`src/rtl/mipi_periph_pkg.sv`:
```
// Shared types and constants for the MIPI peripheral TX response streamer.
package mipi_periph_pkg;

    localparam logic [5:0] DT_ACK_ERR  = 6'h02;
    localparam logic [5:0] DT_SHORT1   = 6'h21;
    localparam logic [5:0] DT_SHORT2   = 6'h22;
    localparam logic [5:0] DT_LONG_DCS = 6'h1C;
    localparam logic [5:0] DT_LONG_GEN = 6'h1A;

    typedef enum logic [1:0] {
        IDLE   = 2'd0,
        ARMED  = 2'd1,
        REQ    = 2'd2,
        STREAM = 2'd3
    } state_e;

    localparam int unsigned ERR_OVERRUN    = 0;
    localparam int unsigned ERR_UNDERRUN   = 1;
    localparam int unsigned ERR_LEN        = 2;
    localparam int unsigned ERR_WR_BLOCKED = 3;
    localparam int unsigned ERR_TIMEOUT    = 4;
    localparam int unsigned ERR_W          = 5;

    function automatic logic is_short_dt(input logic [5:0] dt);
        return (dt == DT_ACK_ERR) || (dt == DT_SHORT1) || (dt == DT_SHORT2);
    endfunction

    // Zero the byte lanes past the end of the payload in the final word.
    function automatic logic [31:0] pad_last_word(input logic [31:0] w, input logic [1:0] rem);
        logic [31:0] r;
        case (rem)
            2'd1:    r = {24'h0, w[7:0]};
            2'd2:    r = {16'h0, w[15:0]};
            2'd3:    r = {8'h0, w[23:0]};
            default: r = w;
        endcase
        return r;
    endfunction

endpackage

```
`src/rtl/mipi_tx_payload_buf.sv`:
```
// Payload word buffer: DEPTH x 32 registers, one write port, asynchronous read.
module mipi_tx_payload_buf #(
    parameter int unsigned DEPTH = 16,
    parameter int unsigned AW    = 4
) (
    input  logic          clk,
    input  logic          wr_en,
    input  logic [AW-1:0] wr_addr,
    input  logic [31:0]   wr_data,
    input  logic [AW-1:0] rd_addr,
    output logic [31:0]   rd_data
);

    logic [31:0] mem_q [DEPTH];

    // Out-of-range addresses are dropped on write and read back as zero.
    always_ff @(posedge clk) begin
        if (wr_en && (32'(wr_addr) < DEPTH)) begin
            mem_q[wr_addr] <= wr_data;
        end
    end

    assign rd_data = (32'(rd_addr) < DEPTH) ? mem_q[rd_addr] : 32'h0;

endmodule

```
`src/rtl/mipi_periph_tx_streamer.sv`:
```
// DCS read-response streamer: waits for bus turnaround, requests TX, streams payload words.
// Optional build macro PAYLOAD_PAD_EN zeroes bytes past byte_count in the final word.
module mipi_periph_tx_streamer
    import mipi_periph_pkg::*;
#(
    parameter int unsigned DEPTH       = 16,
    parameter int unsigned AW          = 4,
    parameter int unsigned ACK_TIMEOUT = 4096
) (
    input  logic             clk_periph,
    input  logic             rstn,
    input  logic             rsp_valid,
    output logic             rsp_ready,
    input  logic [5:0]       rsp_data_type,
    input  logic [15:0]      rsp_byte_count,
    input  logic             buf_wr_en,
    input  logic [AW-1:0]    buf_wr_addr,
    input  logic [31:0]      buf_wr_data,
    input  logic             mipi_periph_tx_payload_en,
    input  logic             mipi_periph_tx_payload_en_last,
    input  logic             mipi_periph_tx_cmd_ack,
    input  logic             mipi_periph_dphy_direction,
    output logic [31:0]      mipi_periph_tx_payload,
    output logic [1:0]       mipi_periph_tx_cmd_vc,
    output logic [5:0]       mipi_periph_tx_cmd_data_type,
    output logic [15:0]      mipi_periph_tx_cmd_byte_count,
    output logic             mipi_periph_tx_cmd_req,
    output logic             busy,
    output logic [ERR_W-1:0] err_flags,
    input  logic             err_clr
);

    localparam int unsigned IW        = AW + 1;
    localparam int unsigned TW        = $clog2(ACK_TIMEOUT + 1);
    localparam int unsigned MAX_BYTES = DEPTH * 4;

    state_e            state_q, state_d;
    logic              pe_q, last_q, ack_q;
    logic              dir_s_q, dir_d1_q, dir_d2_q;
    logic [5:0]        dt_q, dt_d;
    logic [15:0]       bc_q, bc_d;
    logic              long_q, long_d;
    logic [IW-1:0]     nwords_q, nwords_d;
    logic [IW-1:0]     idx_q, idx_d;
    logic [TW-1:0]     tmo_q, tmo_d;
    logic              req_q, req_d;
    logic              rsp_ready_q, rsp_ready_d;
    logic              busy_q, busy_d;
    logic [31:0]       payload_q, payload_d;
    logic [ERR_W-1:0]  err_q, err_d;

    logic              fall_c, rsp_long_c, rsp_len_bad_c, tmo_hit_c, buf_we_c;
    logic [IW-1:0]     nxt_idx_c;
    logic [AW-1:0]     rd_addr_c;
    logic [31:0]       rd_data_c, nxt_word_c;

    mipi_tx_payload_buf #(.DEPTH(DEPTH), .AW(AW)) u_buf (
        .clk     (clk_periph),
        .wr_en   (buf_we_c),
        .wr_addr (buf_wr_addr),
        .wr_data (buf_wr_data),
        .rd_addr (rd_addr_c),
        .rd_data (rd_data_c)
    );

    // IP handshake inputs; direction gets an extra stage for the turnaround edge.
    always_ff @(posedge clk_periph or negedge rstn) begin
        if (!rstn) begin
            pe_q     <= 1'b0;
            last_q   <= 1'b0;
            ack_q    <= 1'b0;
            dir_s_q  <= 1'b0;
            dir_d1_q <= 1'b0;
            dir_d2_q <= 1'b0;
        end else begin
            pe_q     <= mipi_periph_tx_payload_en;
            last_q   <= mipi_periph_tx_payload_en_last;
            ack_q    <= mipi_periph_tx_cmd_ack;
            dir_s_q  <= mipi_periph_dphy_direction;
            dir_d1_q <= dir_s_q;
            dir_d2_q <= dir_d1_q;
        end
    end

    always_comb begin
        fall_c        = dir_d2_q & ~dir_d1_q;
        rsp_long_c    = !is_short_dt(rsp_data_type) && (rsp_byte_count != 16'd0);
        rsp_len_bad_c = rsp_long_c && (32'(rsp_byte_count) > MAX_BYTES);
        tmo_hit_c     = (tmo_q == TW'(ACK_TIMEOUT - 1));
        buf_we_c      = buf_wr_en && (state_q == IDLE);
        nxt_idx_c     = (state_q == REQ) ? '0 : idx_q + IW'(1);
        rd_addr_c     = AW'(nxt_idx_c);
`ifdef PAYLOAD_PAD_EN
        nxt_word_c = (nxt_idx_c == nwords_q - IW'(1)) ? pad_last_word(rd_data_c, bc_q[1:0])
                                                      : rd_data_c;
`else
        nxt_word_c = rd_data_c;
`endif
    end

    always_ff @(posedge clk_periph or negedge rstn) begin
        if (!rstn) begin
            state_q <= IDLE;
        end else begin
            state_q <= state_d;
        end
    end

    always_comb begin
        state_d = state_q;
        case (state_q)
            IDLE:   if (rsp_valid && !rsp_len_bad_c) state_d = ARMED;
            ARMED:  if (fall_c) state_d = REQ;
            REQ: begin
                if (ack_q) begin
                    state_d = long_q ? STREAM : IDLE;
                end else if (tmo_hit_c) begin
                    state_d = IDLE;
                end
            end
            STREAM: if (pe_q && last_q) state_d = IDLE;
            default: state_d = IDLE;
        endcase
    end

    always_comb begin
        dt_d        = dt_q;
        bc_d        = bc_q;
        long_d      = long_q;
        nwords_d    = nwords_q;
        idx_d       = idx_q;
        tmo_d       = tmo_q;
        req_d       = req_q;
        payload_d   = payload_q;
        rsp_ready_d = (state_d == IDLE);
        busy_d      = (state_d != IDLE);
        err_d       = err_clr ? '0 : err_q;

        if (buf_wr_en && (state_q != IDLE)) err_d[ERR_WR_BLOCKED] = 1'b1;

        case (state_q)
            IDLE: begin
                if (rsp_valid) begin
                    if (rsp_len_bad_c) begin
                        err_d[ERR_LEN] = 1'b1;
                    end else begin
                        dt_d     = rsp_data_type;
                        bc_d     = rsp_byte_count;
                        long_d   = rsp_long_c;
                        nwords_d = IW'((17'(rsp_byte_count) + 17'd3) >> 2);
                    end
                end
            end
            ARMED: begin
                if (fall_c) begin
                    req_d = 1'b1;
                    tmo_d = '0;
                end
            end
            REQ: begin
                if (ack_q) begin
                    req_d = 1'b0;
                    if (long_q) begin
                        idx_d     = '0;
                        payload_d = nxt_word_c;
                    end
                end else if (tmo_hit_c) begin
                    req_d              = 1'b0;
                    err_d[ERR_TIMEOUT] = 1'b1;
                end else begin
                    tmo_d = tmo_q + TW'(1);
                end
            end
            STREAM: begin
                if (pe_q) begin
                    if (idx_q >= nwords_q) begin
                        err_d[ERR_OVERRUN] = 1'b1;
                        payload_d          = '0;
                    end else begin
                        idx_d     = nxt_idx_c;
                        payload_d = (nxt_idx_c < nwords_q) ? nxt_word_c : '0;
                        if (last_q && (nxt_idx_c < nwords_q)) err_d[ERR_UNDERRUN] = 1'b1;
                    end
                    if (last_q) payload_d = '0;
                end
            end
            default: ;
        endcase
    end

    always_ff @(posedge clk_periph or negedge rstn) begin
        if (!rstn) begin
            dt_q        <= '0;
            bc_q        <= '0;
            long_q      <= 1'b0;
            nwords_q    <= '0;
            idx_q       <= '0;
            tmo_q       <= '0;
            req_q       <= 1'b0;
            rsp_ready_q <= 1'b1;
            busy_q      <= 1'b0;
            payload_q   <= '0;
            err_q       <= '0;
        end else begin
            dt_q        <= dt_d;
            bc_q        <= bc_d;
            long_q      <= long_d;
            nwords_q    <= nwords_d;
            idx_q       <= idx_d;
            tmo_q       <= tmo_d;
            req_q       <= req_d;
            rsp_ready_q <= rsp_ready_d;
            busy_q      <= busy_d;
            payload_q   <= payload_d;
            err_q       <= err_d;
        end
    end

    assign rsp_ready                     = rsp_ready_q;
    assign busy                          = busy_q;
    assign err_flags                     = err_q;
    assign mipi_periph_tx_payload        = payload_q;
    assign mipi_periph_tx_cmd_vc         = 2'b00;
    assign mipi_periph_tx_cmd_data_type  = dt_q;
    assign mipi_periph_tx_cmd_byte_count = bc_q;
    assign mipi_periph_tx_cmd_req        = req_q;

endmodule
```
`config.mk`:
```
export PLATFORM = sky130hd
export DESIGN_NAME = mipi_periph_tx_streamer
export DESIGN_NICKNAME = d
export VERILOG_FILES = /design/src/rtl/mipi_periph_pkg.sv /design/src/rtl/mipi_tx_payload_buf.sv /design/src/rtl/mipi_periph_tx_streamer.sv
export SDC_FILE = /design/constraint.sdc
export NUM_CORES = 1
export LEC_CHECK = 0
export CAP_MARGIN = 20
export CORE_MARGIN = 2
export CORE_UTILIZATION = 52
export CTS_BUF_LIST = sky130_fd_sc_hd__clkbuf_16
export DETAILED_ROUTE_END_ITERATION = 10
export PLACE_DENSITY = 0.71
export SKIP_LAST_GASP = 1
export SYNTH_ARGS = -nofsm -noshare
export SYNTH_HDL_FRONTEND = slang
export SYNTH_SLANG_ARGS = --single-unit
```
`constraint.sdc`:
```
create_clock -name clk_periph -period 4.75 [get_ports clk_periph]
set_clock_uncertainty 0.1 [all_clocks]
set_input_delay 0.475 -clock clk_periph [delete_from_list [all_inputs] [get_ports clk_periph]]
set_output_delay 0.475 -clock clk_periph [all_outputs]
set_load 0.02 [all_outputs]
```
==> results.toml <==
[power]
clkPwrFrac_pct = 30.3
p_leak_nw = 10.1
seqPwrFrac_pct = 41.6
pwr_density_cell_nw_per_um2 = 545
swShare_pct = 31.7
p_switching_mw = 4.88
p_int_mw = 10.5
vdd_ir_drop_max_uv = 394
combPwrFrac_pct = 28.0

[synthesis]
synthArstFlopShare_pct = 15.5
synth_top_area_share_pct = 63.4
synthTopCellsByArea = "edfxtp_1 (63%), dfrtp_1 (9.6%), mux2i_1 (5.3%), nand2_1 (3.2%), o211ai_1 (1.7%)"
avgSynthCellArea_um2 = 15.0
yosysTopAreaCell = "edfxtp_1"
syn_area_um2 = 24300
synthCells = 1614
ys.flop_type = "edfxtp_1"
synth_cell_types = 62
ys_warn_count = 0
ys_seq_elements = 606
synth_edf_count = 512
ys_seq_area_share_pct = 73.1

[flow_run]
maxCapViolCount = 0

[floorplanning]
die_area_um2 = 48400
dieWidth_um = 220
pin_count = 131
die_y_um = 220
core_um2 = 46300
num_rows = 79
start_util_pct = 52.5

[final_layout]
final_util_pct = 61.0
most-common-layout-cells = "edfxtp_1 (512), nand2_1 (208), mux2i_1 (129)"
drive_gt1_share_pct = 10.5
design_area_um2 = 28200
syn_to_final_growth_pct = 16.4
layout_commonest_cell = "edfxtp_1"
nNetsFinal = 1814
num_antenna_cells = 0

[clock_network]
cts-htree-levels = 2
clock-sinks = 606
cts_tree = "done"
numCtsBuffers = 59
cts_resized = 0
post_cts_buffers = 0
worst_skew_pair.late_latency_ns = 0.62
clk_pin_slew_ns = 0.06
ctsLongestPathBuffers = 3
cts-root-buf = "clkbuf_16"

[global_route]
grt_max_degree = 73
grt_pass1_wl_um = 87000
grt_pass1_vias = 14300
antenna_found_initial = 2
grt-ovfl-total = 0
track_usage_pct = 24.1

[route]
wl_per_cell_um = 24.1
vias = 14700
viasPerCell = 6.13
firstDrtPassIters = 5
post-route-drc-count = 0
ant_nets = 0
wl_um = 57800
drt-initial-drc-count = 1360

[critical_path]
endpoint_kind = "register"
cp.arrival_ns = 3.93
critPathKind = "register to register"
critPathMaxFanout = 51
worst-path-buf-inv = 3
worstSetupStartpointType = "register"
critPathMaxStageDelay_ns = 0.42
path_cells = "buf_4, nand3_1, xnor2_1, nand2_1, inv_1, ha_1, a21o_1, a21oi_1, o21ai_1, nor3b_1, o21bai_4, buf_16, o31ai_1"
crit_slowest_cell = "buf_4"
required_ns = 5.16
path_delay_family = "compound AO/OA/AOI/OAI gates"

[timing]
slew_violations = 0
post-route-period-util_pct = 74.1
hold_violations = 0
max_freq_ghz = 0.284
tns_ns = 0
finalSetupViolCount = 0
worst_pin_slew_ns = 1.05
maxSlewHeadroom_pct = 30.0
rsz0062_at_grt = "false"
layout_min_cycle_time_ns = 3.52

[placement]
gp_congestion = 0.808
placed_area_um2 = 26300
dp_hpwl_um = 30900
numPortBuffers = 128

[min_path]
hold_class = "input pin to register"

[outcome]
status = "finished clean"
## layout make-up
type                            count  area [µm²]
Clock buffer                       59        1480
Clock inverter                     52         464
Fill cell                        3424       18000
Inverter                           17        65.1
Multi-Input combinational cell    885        6110
Sequential cell                   606       17700
Tap cell                          607         759
Timing Repair Buffer              167        1630
## cell usage after synthesis (all sizes together) (4+ instances only)
cell / number
nand4: 8
nor3: 9
nand2b: 4
o31ai: 35
xnor2: 7
buf: 56
xor2: 11
a21oi: 23
mux2i: 129
o21ai: 20
nor2: 35
o221ai: 4
a311oi: 27
nand3: 42
edfxtp: 512
clkbuf: 51
a211oi: 30
a31oi: 34
dfrtp: 93
o22ai: 59
nand2: 212
ha: 11
nor4: 9
mux4: 4
inv: 15
o211ai: 55
and2: 37
mux2: 23
a2111oi: 27
## final timing paths
check,from,to,slack [ns],cells after the start
setup reg to reg,idx_q[0],mipi_periph_tx_payload[16],1.23,13
hold / removal,mipi_periph_tx_payload_en_last,last_q,0.20,1
hold reg to reg,dir_s_q,dir_d1_q,0.25,0
min in group asynchronous,rstn,mipi_periph_tx_cmd_data_type[0],0.39,2
max in group asynchronous,rstn,mipi_periph_tx_payload[30],3.05,3
setup / recovery,idx_q[0],mipi_periph_tx_payload[16],1.23,13
## power by group through the flow
stage | combinational [mW] | sequential [mW] | clock [mW]
2_1_floorplan | 2.58 | 6.70 | 0
3_3_place_gp | 4.19 | 6.50 | 0
3_5_place_dp | 4.29 | 6.51 | 0
4_1_cts | 4.31 | 6.40 | 4.72
5_1_grt | 4.63 | 6.43 | 4.93
6_report | 4.31 | 6.40 | 4.67
## kinds of logic after synthesis
logic type                 after synthesis  share of synthesized area (%)
AOI/OAI and AO/OA                      331                           9.79
DFF                                    606                           73.1
buffers and inverters                  124                           2.41
adders and majority gates               11                          0.567
xor gates and xnor gates                18                          0.650
muxes                                  156                           6.76
and+or+nand+nor                        367                           6.73
other                                    1                         0.0155
## metal layers
layer / global-route usage [%] / part of all wire (%)
met1: 32.9 / 41
met2: 40.1 / 50
met3: 4.27 / 7.5
met4: 6.40 / 2.0
met5: 0 / 0.040
## repair_timing
action | in CTS | in global routing
endpoints found under the setup margin | 0 | 0
endpoints found under the hold margin | 48 | 0
hold buffers | 1 | 0
## flip-flops by register name, indices dropped and copies added (netlist names), 2 cells and up
name                           count
state_q                            2
mipi_periph_tx_payload            32
mipi_periph_tx_cmd_byte_count     16
u_buf.mem_q                      512
tmo_q                             13
err_flags                          5
idx_q                              5
mipi_periph_tx_cmd_data_type       6
nwords_q                           5
## per-stage QoR
step	std cells	setup slack [ns]	power [mW]	hold slack, ns
2_1_floorplan	1615	0.678	9.29	0.0794
5_1_grt	2393	1.01	16.0	0.178
3_3_place_gp	2280	1.39	10.7	0.236
4_1_cts	2392	1.15	15.4	0.171
6_report	2393	1.23	15.4	0.197
3_5_place_dp	2280	1.18	10.8	0.237
No activity file was read; power rests on OpenSTA's default activity.
